`config.mk`:
```
export PLATFORM = sky130hd
export DESIGN_NAME = cache_arbiter_flat
export DESIGN_NICKNAME = d
export VERILOG_FILES = /design/src/rtl/cache_arbiter_if.sv /design/src/rtl/cache_arbiter.sv /design/src/flat_wrapper.sv
export SDC_FILE = /design/constraint.sdc
export NUM_CORES = 1
export LEC_CHECK = 0
export BUFFER_PORTS_ARGS = -buffer_cell sky130_fd_sc_hd__buf_2
export CAP_MARGIN = 20
export CORE_AREA = 5 5 539 541
export DETAILED_ROUTE_END_ITERATION = 10
export DIE_AREA = 0 0 544 546
export PLACE_DENSITY_LB_ADDON = 0.2
export SLEW_MARGIN = 10
export SYNTH_ARGS = -nofsm -noshare
export SYNTH_HDL_FRONTEND = slang
export SYNTH_SLANG_ARGS = --single-unit
export TNS_END_PERCENT = 50
```
`constraint.sdc`:
```
create_clock -name clk -period 2.2 [get_ports clk]
set_clock_uncertainty 0.15 [all_clocks]
set_input_delay 0.11 -clock clk [delete_from_list [all_inputs] [get_ports clk]]
set_output_delay 0.11 -clock clk [all_outputs]
set_load 0.01 [all_outputs]
```
`src/rtl/cache_arbiter_if.sv`:
```
// Bundles the instruction-cache, data-cache and shared memory-port signals seen by cache_arbiter.
// master is the arbiter's view; slave is the caches' and memory's view.
interface cache_arbiter_if #(
    parameter int LINE_WIDTH = 256,
    parameter int ADDR_WIDTH = 32
);
    logic                  icache_read;
    logic [ADDR_WIDTH-1:0] icache_address;
    logic [LINE_WIDTH-1:0] icache_rdata;
    logic                  icache_resp;

    logic                  dcache_read;
    logic                  dcache_write;
    logic [ADDR_WIDTH-1:0] dcache_address;
    logic [LINE_WIDTH-1:0] dcache_wdata;
    logic [LINE_WIDTH-1:0] dcache_rdata;
    logic                  dcache_resp;

    logic                  pmem_read;
    logic                  pmem_write;
    logic [ADDR_WIDTH-1:0] pmem_address;
    logic [LINE_WIDTH-1:0] pmem_wdata;
    logic [LINE_WIDTH-1:0] pmem_rdata;
    logic                  pmem_resp;

    modport master (
        input  icache_read, icache_address,
        input  dcache_read, dcache_write, dcache_address, dcache_wdata,
        input  pmem_rdata, pmem_resp,
        output icache_rdata, icache_resp,
        output dcache_rdata, dcache_resp,
        output pmem_read, pmem_write, pmem_address, pmem_wdata
    );

    modport slave (
        output icache_read, icache_address,
        output dcache_read, dcache_write, dcache_address, dcache_wdata,
        output pmem_rdata, pmem_resp,
        input  icache_rdata, icache_resp,
        input  dcache_rdata, dcache_resp,
        input  pmem_read, pmem_write, pmem_address, pmem_wdata
    );
endinterface

```
`src/rtl/cache_arbiter.sv`:
```
// Round-robin arbiter sharing one memory port between an instruction cache and a data cache.
// One transaction at a time: grant, serve until pmem_resp, one DONE turnaround cycle, back to IDLE.
module cache_arbiter #(
    parameter int LINE_WIDTH = 256,
    parameter int ADDR_WIDTH = 32
) (
    input  logic                  clk,
    input  logic                  rst_n,
    cache_arbiter_if.master       bus,
    output logic                  busy
);
    typedef enum logic [1:0] {
        IDLE    = 2'd0,
        SERVE_I = 2'd1,
        SERVE_D = 2'd2,
        DONE    = 2'd3
    } state_t;

    state_t                state;
    logic                  last_d;
    logic [ADDR_WIDTH-1:0] addr_q;
    logic [LINE_WIDTH-1:0] wdata_q;
    logic                  rd_q;
    logic                  wr_q;
    logic                  busy_q;

    logic d_req;
    logic grant_i;
    logic grant_d;

    // last_d records the winner of the most recent contended grant only;
    // uncontended grants leave it alone, so contests alternate D, I, D, ...
    assign d_req   = bus.dcache_read | bus.dcache_write;
    assign grant_i = bus.icache_read & (~d_req | last_d);
    assign grant_d = d_req & (~bus.icache_read | ~last_d);

    always_ff @(posedge clk) begin
        if (!rst_n) begin
            state   <= IDLE;
            last_d  <= 1'b0;
            addr_q  <= '0;
            wdata_q <= '0;
            rd_q    <= 1'b0;
            wr_q    <= 1'b0;
            busy_q  <= 1'b0;
        end else begin
            case (state)
                IDLE: begin
                    if (grant_i) begin
                        state  <= SERVE_I;
                        addr_q <= bus.icache_address;
                        rd_q   <= 1'b1;
                        wr_q   <= 1'b0;
                        busy_q <= 1'b1;
                        if (d_req) last_d <= 1'b0;
                    end else if (grant_d) begin
                        // A simultaneous read and write resolves to the write-back.
                        state  <= SERVE_D;
                        addr_q <= bus.dcache_address;
                        rd_q   <= ~bus.dcache_write;
                        wr_q   <= bus.dcache_write;
                        busy_q <= 1'b1;
                        if (bus.dcache_write) wdata_q <= bus.dcache_wdata;
                        if (bus.icache_read)  last_d  <= 1'b1;
                    end
                end
                SERVE_I, SERVE_D: begin
                    if (bus.pmem_resp) begin
                        state <= DONE;
                        rd_q  <= 1'b0;
                        wr_q  <= 1'b0;
                    end
                end
                DONE: begin
                    state  <= IDLE;
                    busy_q <= 1'b0;
                end
                default: begin
                    state  <= IDLE;
                    rd_q   <= 1'b0;
                    wr_q   <= 1'b0;
                    busy_q <= 1'b0;
                end
            endcase
        end
    end

    // Control outputs are forced low while reset is held, even before the reset edge.
    assign bus.pmem_read    = rd_q & rst_n;
    assign bus.pmem_write   = wr_q & rst_n;
    assign busy             = busy_q & rst_n;
    assign bus.pmem_address = addr_q;
    assign bus.pmem_wdata   = wdata_q;

    assign bus.icache_resp  = rst_n & bus.pmem_resp & (state == SERVE_I);
    assign bus.dcache_resp  = rst_n & bus.pmem_resp & (state == SERVE_D);
    assign bus.icache_rdata = bus.pmem_rdata;
    assign bus.dcache_rdata = bus.pmem_rdata;
endmodule

```
`src/flat_wrapper.sv`:
```
// flat-port wrapper written by rule: the top's interface ports become plain ports
module cache_arbiter_flat 
#(
    parameter int LINE_WIDTH = 256,
    parameter int ADDR_WIDTH = 32
)
  (clk, rst_n, busy, bus_icache_read, bus_icache_address, bus_dcache_read, bus_dcache_write, bus_dcache_address, bus_dcache_wdata, bus_pmem_rdata, bus_pmem_resp, bus_icache_rdata, bus_icache_resp, bus_dcache_rdata, bus_dcache_resp, bus_pmem_read, bus_pmem_write, bus_pmem_address, bus_pmem_wdata);
  cache_arbiter_if #(.LINE_WIDTH(LINE_WIDTH), .ADDR_WIDTH(ADDR_WIDTH)) bus_i ();
  input  logic clk;
  input  logic rst_n;
  output logic busy;
  input wire logic [$bits(bus_i.icache_read)-1:0] bus_icache_read;
  input wire logic [$bits(bus_i.icache_address)-1:0] bus_icache_address;
  input wire logic [$bits(bus_i.dcache_read)-1:0] bus_dcache_read;
  input wire logic [$bits(bus_i.dcache_write)-1:0] bus_dcache_write;
  input wire logic [$bits(bus_i.dcache_address)-1:0] bus_dcache_address;
  input wire logic [$bits(bus_i.dcache_wdata)-1:0] bus_dcache_wdata;
  input wire logic [$bits(bus_i.pmem_rdata)-1:0] bus_pmem_rdata;
  input wire logic [$bits(bus_i.pmem_resp)-1:0] bus_pmem_resp;
  output wire logic [$bits(bus_i.icache_rdata)-1:0] bus_icache_rdata;
  output wire logic [$bits(bus_i.icache_resp)-1:0] bus_icache_resp;
  output wire logic [$bits(bus_i.dcache_rdata)-1:0] bus_dcache_rdata;
  output wire logic [$bits(bus_i.dcache_resp)-1:0] bus_dcache_resp;
  output wire logic [$bits(bus_i.pmem_read)-1:0] bus_pmem_read;
  output wire logic [$bits(bus_i.pmem_write)-1:0] bus_pmem_write;
  output wire logic [$bits(bus_i.pmem_address)-1:0] bus_pmem_address;
  output wire logic [$bits(bus_i.pmem_wdata)-1:0] bus_pmem_wdata;
  assign bus_i.icache_read = bus_icache_read;
  assign bus_i.icache_address = bus_icache_address;
  assign bus_i.dcache_read = bus_dcache_read;
  assign bus_i.dcache_write = bus_dcache_write;
  assign bus_i.dcache_address = bus_dcache_address;
  assign bus_i.dcache_wdata = bus_dcache_wdata;
  assign bus_i.pmem_rdata = bus_pmem_rdata;
  assign bus_i.pmem_resp = bus_pmem_resp;
  assign bus_icache_rdata = bus_i.icache_rdata;
  assign bus_icache_resp = bus_i.icache_resp;
  assign bus_dcache_rdata = bus_i.dcache_rdata;
  assign bus_dcache_resp = bus_i.dcache_resp;
  assign bus_pmem_read = bus_i.pmem_read;
  assign bus_pmem_write = bus_i.pmem_write;
  assign bus_pmem_address = bus_i.pmem_address;
  assign bus_pmem_wdata = bus_i.pmem_wdata;
  cache_arbiter #(.LINE_WIDTH(LINE_WIDTH), .ADDR_WIDTH(ADDR_WIDTH)) u_core (.clk(clk), .rst_n(rst_n), .bus(bus_i), .busy(busy));
endmodule
```
# Word level (Yosys, flattened, before mapping)
# Index checks and enable logic that the tools add are counted.
[totals]
register_bits = 294
latch_bits = 0
ram_bits = 0
mem_bits_ro = 0
in_bits = 582
elab_cells = 61
mem_count = 0
[classes]
n_addsub = 0
n_mul = 0
n_div = 0
order_cmp = 0
n_eq_ne = 6
shifts = 0
muxes = 20
bitwise = 16
n_reduce_logical = 12
[ops]
columns = ["cell", "n"]
rows = [
  ["two-way mux 32 bit", 2],
  ["two-way mux 1 bit", 11],
  ["bitwise AND 1 bit", 8],
  ["AND reduction 4 bit", 2],
  ["nonzero test 2 bit", 4],
  ["two-way mux 2 bit", 3],
  ["case mux 1 bit (2 select lines)", 3],
  ["case mux 2 bit (3 select lines)", 1],
  ["AND reduction 2 bit", 3],
  ["inverter 1 bit", 5],
  ["== test 2 bit, second input constant", 2],
  ["inequality test 3 x 1 -> 1 bit, second input constant", 1],
  ["OR 1 bit", 3],
  ["AND reduction 3 bit", 1],
  ["== test 2 x 1 -> 1 bit, second input constant", 1],
  ["zero test 2 bit", 1],
  ["inequality test 2 x 1 -> 1 bit, second input constant", 1],
  ["inequality test 2 bit, second input constant", 1],
  ["OR reduction 2 bit", 1],
]

# Depth between registers and ports, before layout
# Gate-level depths: netlist (run 1).
[logic_depth]
depth_word = 6
depth_mapped = 8
ltp_nobuf = 5

# Worst setup path after synthesis (run 1)
# OpenSTA, ideal clock, no wires.
[synth_path]
path_kind = "register -> register"
startpoint = "register u_core.state[0]"
endpoint = "register u_core.wdata_q[160], in the netlist u_core.bus.pmem_wdata[160]"
setup_time_ps = 70
t_arrival_ps = 1509
required_ps = 1980
setup_slack_ps = 471
stages_incl_launch_ff = 9
synth_period_minus_slack_ps = 1729
path_cell_list = "dfxtp_1 -> inv_1 -> ha_1 -> buf_2 -> inv_2 -> buf_2 -> clkbuf_1 -> o21ai_0 -> a21oi_1"
[synth_via]
elab_chain_cells = 2
[synth_lines]
columns = ["element", "line_no", "text"]
rows = [
  ["start: declaration", "cache_arbiter.sv:19", "state_t state;"],
  ["start signal: assignment", "cache_arbiter.sv:39", "state <= IDLE;"],
  ["start signal: assignment", "cache_arbiter.sv:50", "state <= SERVE_I;"],
  ["start signal: assignment", "cache_arbiter.sv:58", "state <= SERVE_D;"],
  ["zero test 2 bit", "cache_arbiter.sv:47", "case (state)"],
  ["AND reduction 4 bit (no source line)", "-", ""],
  ["end signal: assignment", "cache_arbiter.sv:63", "if (bus.dcache_write) wdata_q <= bus.dcache_wdata;"],
  ["end: declaration", "cache_arbiter.sv:22", "logic [LINE_WIDTH-1:0] wdata_q;"],
]
# No other way between the ends.
# A chain may end at the register's enable or synchronous reset.

# Worst setup path after layout (run 1)
[layout_path]
startpoint = "input rst_n"
endpoint = "output bus_pmem_write"
[layout_via]
elab_chain_cells = 1
[layout_lines]
columns = ["element", "line_no", "text"]
rows = [
  ["start: declaration", "flat_wrapper.sv:10", "input logic rst_n;"],
  ["bitwise AND 1 bit", "cache_arbiter.sv:90", "assign bus.pmem_write = wr_q & rst_n;"],
  ["end: declaration", "flat_wrapper.sv:25", "output wire logic [$bits(bus_i.pmem_write)-1:0] bus_pmem_write;"],
]
# No other way between the ends.

==> metrics.txt, run 1 <==
status=finished, final reports clean; die area=roughly 0.3 mm2; Pwr Density=about 1000 mW/mm2; CP max-delay cell=dlygate4sd3_1; vias per cell=roughly 2.5; antenna violations before repair=33; max-slew violations=0; starting density of the core=roughly 5.4%; worst setup slack after layout=153 ps; VDD IR max=0.572 mV; Port Buffer Count=just over 600; top post-synthesis cells by area=dfxtp_1 (38%), buf_4 (26%), o21ai_0 (10%); final hold viol count=0; routed len/inst=around 24 um; CTS sink count=294; GRT Residual Overflow=0; Critical Path Start Type=input port; highest net fanout along the worst path=12; M2 GR Usage=between 10% and 20%; final setup vio count=0; Tmin final=roughly 2000 ps; layout cells sized above 1=between 30% and 40%; worst path cell trace=dlygate4sd3_1 > buf_2 > buf_4 > nand2_1 > inv_1 > buf_2; sequential area share after synthesis=approximately two fifths; HP Class=input port to output port; DRT antenna net count=0; max-cap violations=0; Synth top area share=between 30% and 40%; setup TNS=0 ps; CP endpoint kind=output port; Worst Max-Slew Pin Slew=815 ps; Yosys top cell by area=dfxtp_1; Starting DRT DRC Count=731; Total Nets Final=between 2k and 3k; synthesized area=approximately 0.015 mm2; Seq cells post-synth=~300; Yosys cell types=36; met1 Use GR=8.24%; Residual DRC=0; Total GRT Usage=a little under a tenth; met3 Track Usage GR=a little over 9%; cell count after synthesis=roughly 1.9k; crit path DAT=1790 ps; Num CTS Buffers=45; Leak=slightly above 9 nW; routability congestion estimate from global placement=0.766; DR pass1 iterations=5; Peak Freq=between 0.4 and 0.5 GHz; Clock Latency Late Sink=660 ps; die height=about 550 um; Final Power=25.2 mW; Worst EP required=1940 ps; commonest cells in the netlist=buf_4 (521), o21ai_0 (316), dfxtp_1 (294); Longest Clk Path Bufs=3; vias in the first global route=between 15k and 20k; IO Count=1387; syn_area_per_cell=between 8 and 9 um2; number of synthesized flops with an enable pin=0; largest net degree at the start of global routing=~110; total number of yosys warnings=0; Routed WL=between 100 and 150 mm; CTS H-Tree Depth=2; kind of critical path=input port to output port; root buffer cell=clkbuf_16; Area growth, synth to finish=60.7%; RSZ-0062 raised after global routing=no; final worst-path cycle share=between 90 and 100%; DPL Wire Length=125 mm; worst slack at placement=around 230 ps; Die W=roughly 540 um; most frequent cell after synthesis=buf_4; Worst path max stage delay=around 520 ps; via count=between 15k and 20k; synthesized net count=2501; Rel. slew slack=45.7%; post-synthesis async set-or-reset flop share=0%; Hold Slack=between 70 and 80 ps; Top Usage Layer GRT=met2; CTS tree=done; CP dominant cell by count=buf_2; Post-synth top flop=dfxtp_1; CORE AREA=approximately 0.28 mm2; first-pass GRT wire length=about 180 mm; row count=roughly 200
[area by class of cell]
cell class	instances	area, um2
fill	33400	260000
tap	3762	4710
inverter	7	41.3
sequential	294	5890
antenna	6	15.0
multi-input combinational	934	4880
clock buffer	60	1280
timing repair buffer	1050	7560
clock inverter	22	255
[worst max-delay path: cells and delay by family]
kind / cells / cell delay [ps]
buf+inv: 5 / 1530
simple gates: 1 / 100
[layer usage]
layer	wire length (um)	share of wire (%)
met1	45300	31
met2	61600	42
met3	31300	21
met4	8950	6.1
met5	363	0.25
[worst paths after layout]
kind	startpoint	to	slack, ps	cells past startpoint
setup / recovery	rst_n	bus_pmem_write	150	6
hold / removal	bus_pmem_rdata[150]	bus_dcache_rdata[150]	70	0
setup reg to reg	u_core.state[0]	u_core.wr_q	190	7
hold reg to reg	u_core.bus.pmem_wdata[61]	u_core.bus.pmem_wdata[61]	320	2
[cell families (layout without fill, tap and decap cells)]
group / after synthesis / count (layout) / synth area share [%]
buffers and inverters: 685 / 1139 / 29.9
AOI/OAI and AO/OA: 621 / 621 / 20.9
and+or+nand+nor: 303 / 303 / 10.0
DFF: 294 / 294 / 38.4
adders and majority gates: 6 / 6 / 0.490
muxes: 3 / 3 / 0.196
xor gates and xnor gates: 1 / 1 / 0.0571
other: 0 / 6 / 0
[per-stage QoR]
step	util (%)	instance area [um2]	instances
after global placement	6.80	19300	5674
after global routing	8.66	24600	6131
after floorplan	-	15300	1913
after detailed placement	6.80	19300	5674
final	8.66	24600	6135
after CTS	8.65	24600	6127
[layout by cell type, fill, tap and decap left out, drive strengths merged, types with 3 or more instances in the layout]
cell type    instances
ha                   6
nand2                5
o21ai              321
clkinv              14
inv                 11
clkbuf              60
dfxtp              294
bufinv               4
mux2i                3
a31oi               31
nand3              287
a21oi              257
dlygate4sd3        371
nor2                 3
buf                679
diode                6
[power breakdown]
part           leakage [nW]  switching (mW)  total, mW  internal, mW
sequential             2.41           0.616       7.07          6.46
clock                 0.768            3.26       7.84          4.58
combinational          5.89            7.00       10.3          3.30
[flip-flops by register name (all words and copies together) (netlist names)]
name and cells:
u_core.bus.pmem_address 32, u_core.bus.pmem_wdata 256, u_core.busy_q 1, u_core.last_d 1, u_core.rd_q 1, u_core.state 2, u_core.wr_q 1
[repair_timing]
item	CTS	global route
pin swaps	0	1
gates resized for setup	2	0
hold endpoints to repair	294	0
hold buffers	371	0
buffers inserted	0	2
setup endpoints to repair	2	1
No activity file was read; power rests on OpenSTA's default activity.
==> run 2, diff against run 1 <==
--- a/config.mk
+++ b/config.mk
@@ -11,7 +11,8 @@
 export DETAILED_ROUTE_END_ITERATION = 10
 export DIE_AREA = 0 0 544 546
 export PLACE_DENSITY_LB_ADDON = 0.2
-export SLEW_MARGIN = 10
+export RECOVER_POWER = 100
+export SLEW_MARGIN = 20
 export SYNTH_ARGS = -nofsm -noshare
 export SYNTH_HDL_FRONTEND = slang
 export SYNTH_SLANG_ARGS = --single-unit
==> metrics.txt, run 2 (synthesis results as in run 1) <==
R2R Path End=u_core.wr_q; power share of the clock group=31.6% (+0.5 points); Reg power frac=28.6% (+0.5 points); min-delay src=bus_pmem_rdata[150]; largest net degree at the start of global routing=107 (unchanged); antenna violations before repair=33 (unchanged); DPL Wire Length=125 mm (unchanged); max-slew violations=0 (unchanged); IO Count=1387 (unchanged); Largest register FFs=256 (unchanged); VDD IR max=0.566 mV (-1.2%); Total GRT Usage=9.48% (unchanged); Clock Latency Late Sink=660 ps (about the same); GRT Residual Overflow=0 (unchanged); hold path depth=0 (unchanged); Tmin final=2140 ps (+88.7 ps); Final Power=24.9 mW (-1.3%); kind of critical path=flop to flop; die height=546 um (unchanged); worst slack at placement=230 ps (unchanged); FF-to-FF Start=u_core.state[1]; CTS H-Tree Depth=2 (unchanged); vias per cell=2.54 (about the same); Worst Hold Path EP=bus_dcache_rdata[150]; Net Sw Power=10.9 mW (+0.52%); footprint of the multi-input gates=0.00488 mm2 (unchanged); final instance area=0.0242 mm2 (-1.6%); sw frac=43.9% (+0.80 points); Routed WL=147 mm (about the same); Longest Clk Path Bufs=3 (unchanged); Peak Freq=0.468 GHz (-4.2%); Reg clk slew, reported paths=60 ps; DR pass1 iterations=5 (unchanged); vias in the first global route=16.3k (unchanged); worst setup slack after layout=64.4 ps (-88.7 ps); # fillers=33.5k (+0.32%); Num CTS Buffers=45 (unchanged); CTS tree=done; starting density of the core=5.39% (unchanged); HP Class=input port to output port; status=finished, final reports clean; combinational share of power=39.9% (-1.0 points); Area growth, synth to finish=58.1%; Pwr Density=1030 mW/mm2 (+0.26%); DRT antenna net count=0 (unchanged); root buffer cell=clkbuf_16; routed len/inst=24.0 um (about the same); Critical Path Start Type=flop; max-cap violations=0 (unchanged); row count=196 (unchanged); storage element area=0.00589 mm2 (unchanged); RSZ-0062 raised after global routing=no; crit path DAT=2580 ps (+790 ps); Total Nets Final=2920 (unchanged); P_int=13.9 mW (-2.7%); final worst-path cycle share=97.1% (+4.0 points); layout cells sized above 1=20.6% (-12 points); Residual DRC=0 (unchanged); Port Buffer Count=618 (unchanged); routability congestion estimate from global placement=0.766 (unchanged); Leak=7.91 nW (-13%); Rel. slew slack=46.5% (+0.86 points); Die W=544 um (unchanged); Starting DRT DRC Count=789 (+7.9%); first-pass GRT wire length=183 mm (unchanged); setup TNS=0 ps (unchanged); Worst Max-Slew Pin Slew=805 ps (-9.43 ps); final setup vio count=0 (unchanged); CTS sink count=294 (unchanged); Worst R2R Setup Slack=60 ps (-130 ps); DP Area=0.0193 mm2 (unchanged); die area=0.297 mm2 (unchanged); via count=15.6k (-0.045%); highest net fanout along the worst path=5 (-7); CP endpoint kind=flop; most frequent cells in the layout=dlygate4sd3_1 (371), buf_2 (326), o21ai_0 (318), dfxtp_1 (292), nand3_1 (287); Worst EP required=2650 ps (+710 ps); commonest non-fill, non-tap cell in the layout=dlygate4sd3_1; CORE AREA=0.284 mm2 (unchanged); FF-to-FF path depth=7 (unchanged); final hold viol count=0 (unchanged)
run 2: changes by cell type in the layout (fill, tap and decap cells not counted), moves of 6 or more:
cell	change
buf_2	-292
clkbuf_2	+16
clkbuf_1	+281
buf_4	-6
run 2: stage by stage:
stage	instances	util (%)	hold slack (ps)
after global routing	6131	8.52	46.6
final	6136	8.52	70.0
after detailed placement	5674	6.80	70.1
after global placement	5674	6.80	70.1
after CTS	6127	8.65	0.0571
after floorplan	1913	-	108
run 2: layer usage:
| metal | track usage (%) | vias to the layer above | wire, um |
|---|---|---|---|
| met5 | 0.877 | - | 363 |
| met4 | 5.03 | 6 | 8960 |
| met3 | 9.13 | 444 | 31500 |
| met2 | 14.2 | 1000 | 61500 |
| met1 | 8.24 | 7221 | 45200 |
| li1 | - | 6937 | - |
run 2: repair_timing:
| item | CTS | global route |
|---|---|---|
| gates resized for setup | 2 | 0 |
| pin swaps | 0 | 1 |
| hold endpoints to repair | 294 | 0 |
| endpoints found under the setup margin | 2 | 1 |
| buffers inserted | 0 | 2 |
| hold buffers | 371 | 0 |
run 2: final cells by class:
cell class | count | share of cell area [%]
timing repair buffer | 1050 | 29.6
sequential | 294 | 24.3
multi-input combinational | 934 | 20.1
tap | 3762 | 19.4
clock buffer | 60 | 5.29
clock inverter | 22 | 1.05
inverter | 7 | 0.170
antenna | 7 | 0.0722
run 2: worst max-delay path by stage:
stage                          from                         end  cells past startpoint
floorplan           u_core.state[0]  u_core.bus.pmem_wdata[160]                      8
global placement    u_core.state[0]  u_core.bus.pmem_wdata[151]                      6
detailed placement  u_core.state[0]  u_core.bus.pmem_wdata[134]                      6
CTS                 u_core.state[0]             bus_dcache_resp                      4
global route        u_core.state[1]  u_core.bus.pmem_wdata[199]                      7
finish              u_core.state[1]                 u_core.wr_q                      7
run 2: worst max-delay path: stages (launching register included):
cell and delay (ps):
dfxtp_2 380, inv_1 110, ha_4 190, buf_4 160, nor4b_4 150, nor3_1 460
clkbuf_2 260, mux2i_1 190
run 2: power by group through the flow:
stage	Combinational [mW]	Sequential, mW	Clock, mW
3_3_place_gp	10.3	7.18	0
2_1_floorplan	4.65	7.54	0
3_5_place_dp	10.3	7.19	0
5_1_grt	11.2	7.24	8.42
6_report	9.91	7.10	7.86
4_1_cts	10.9	7.10	8.31
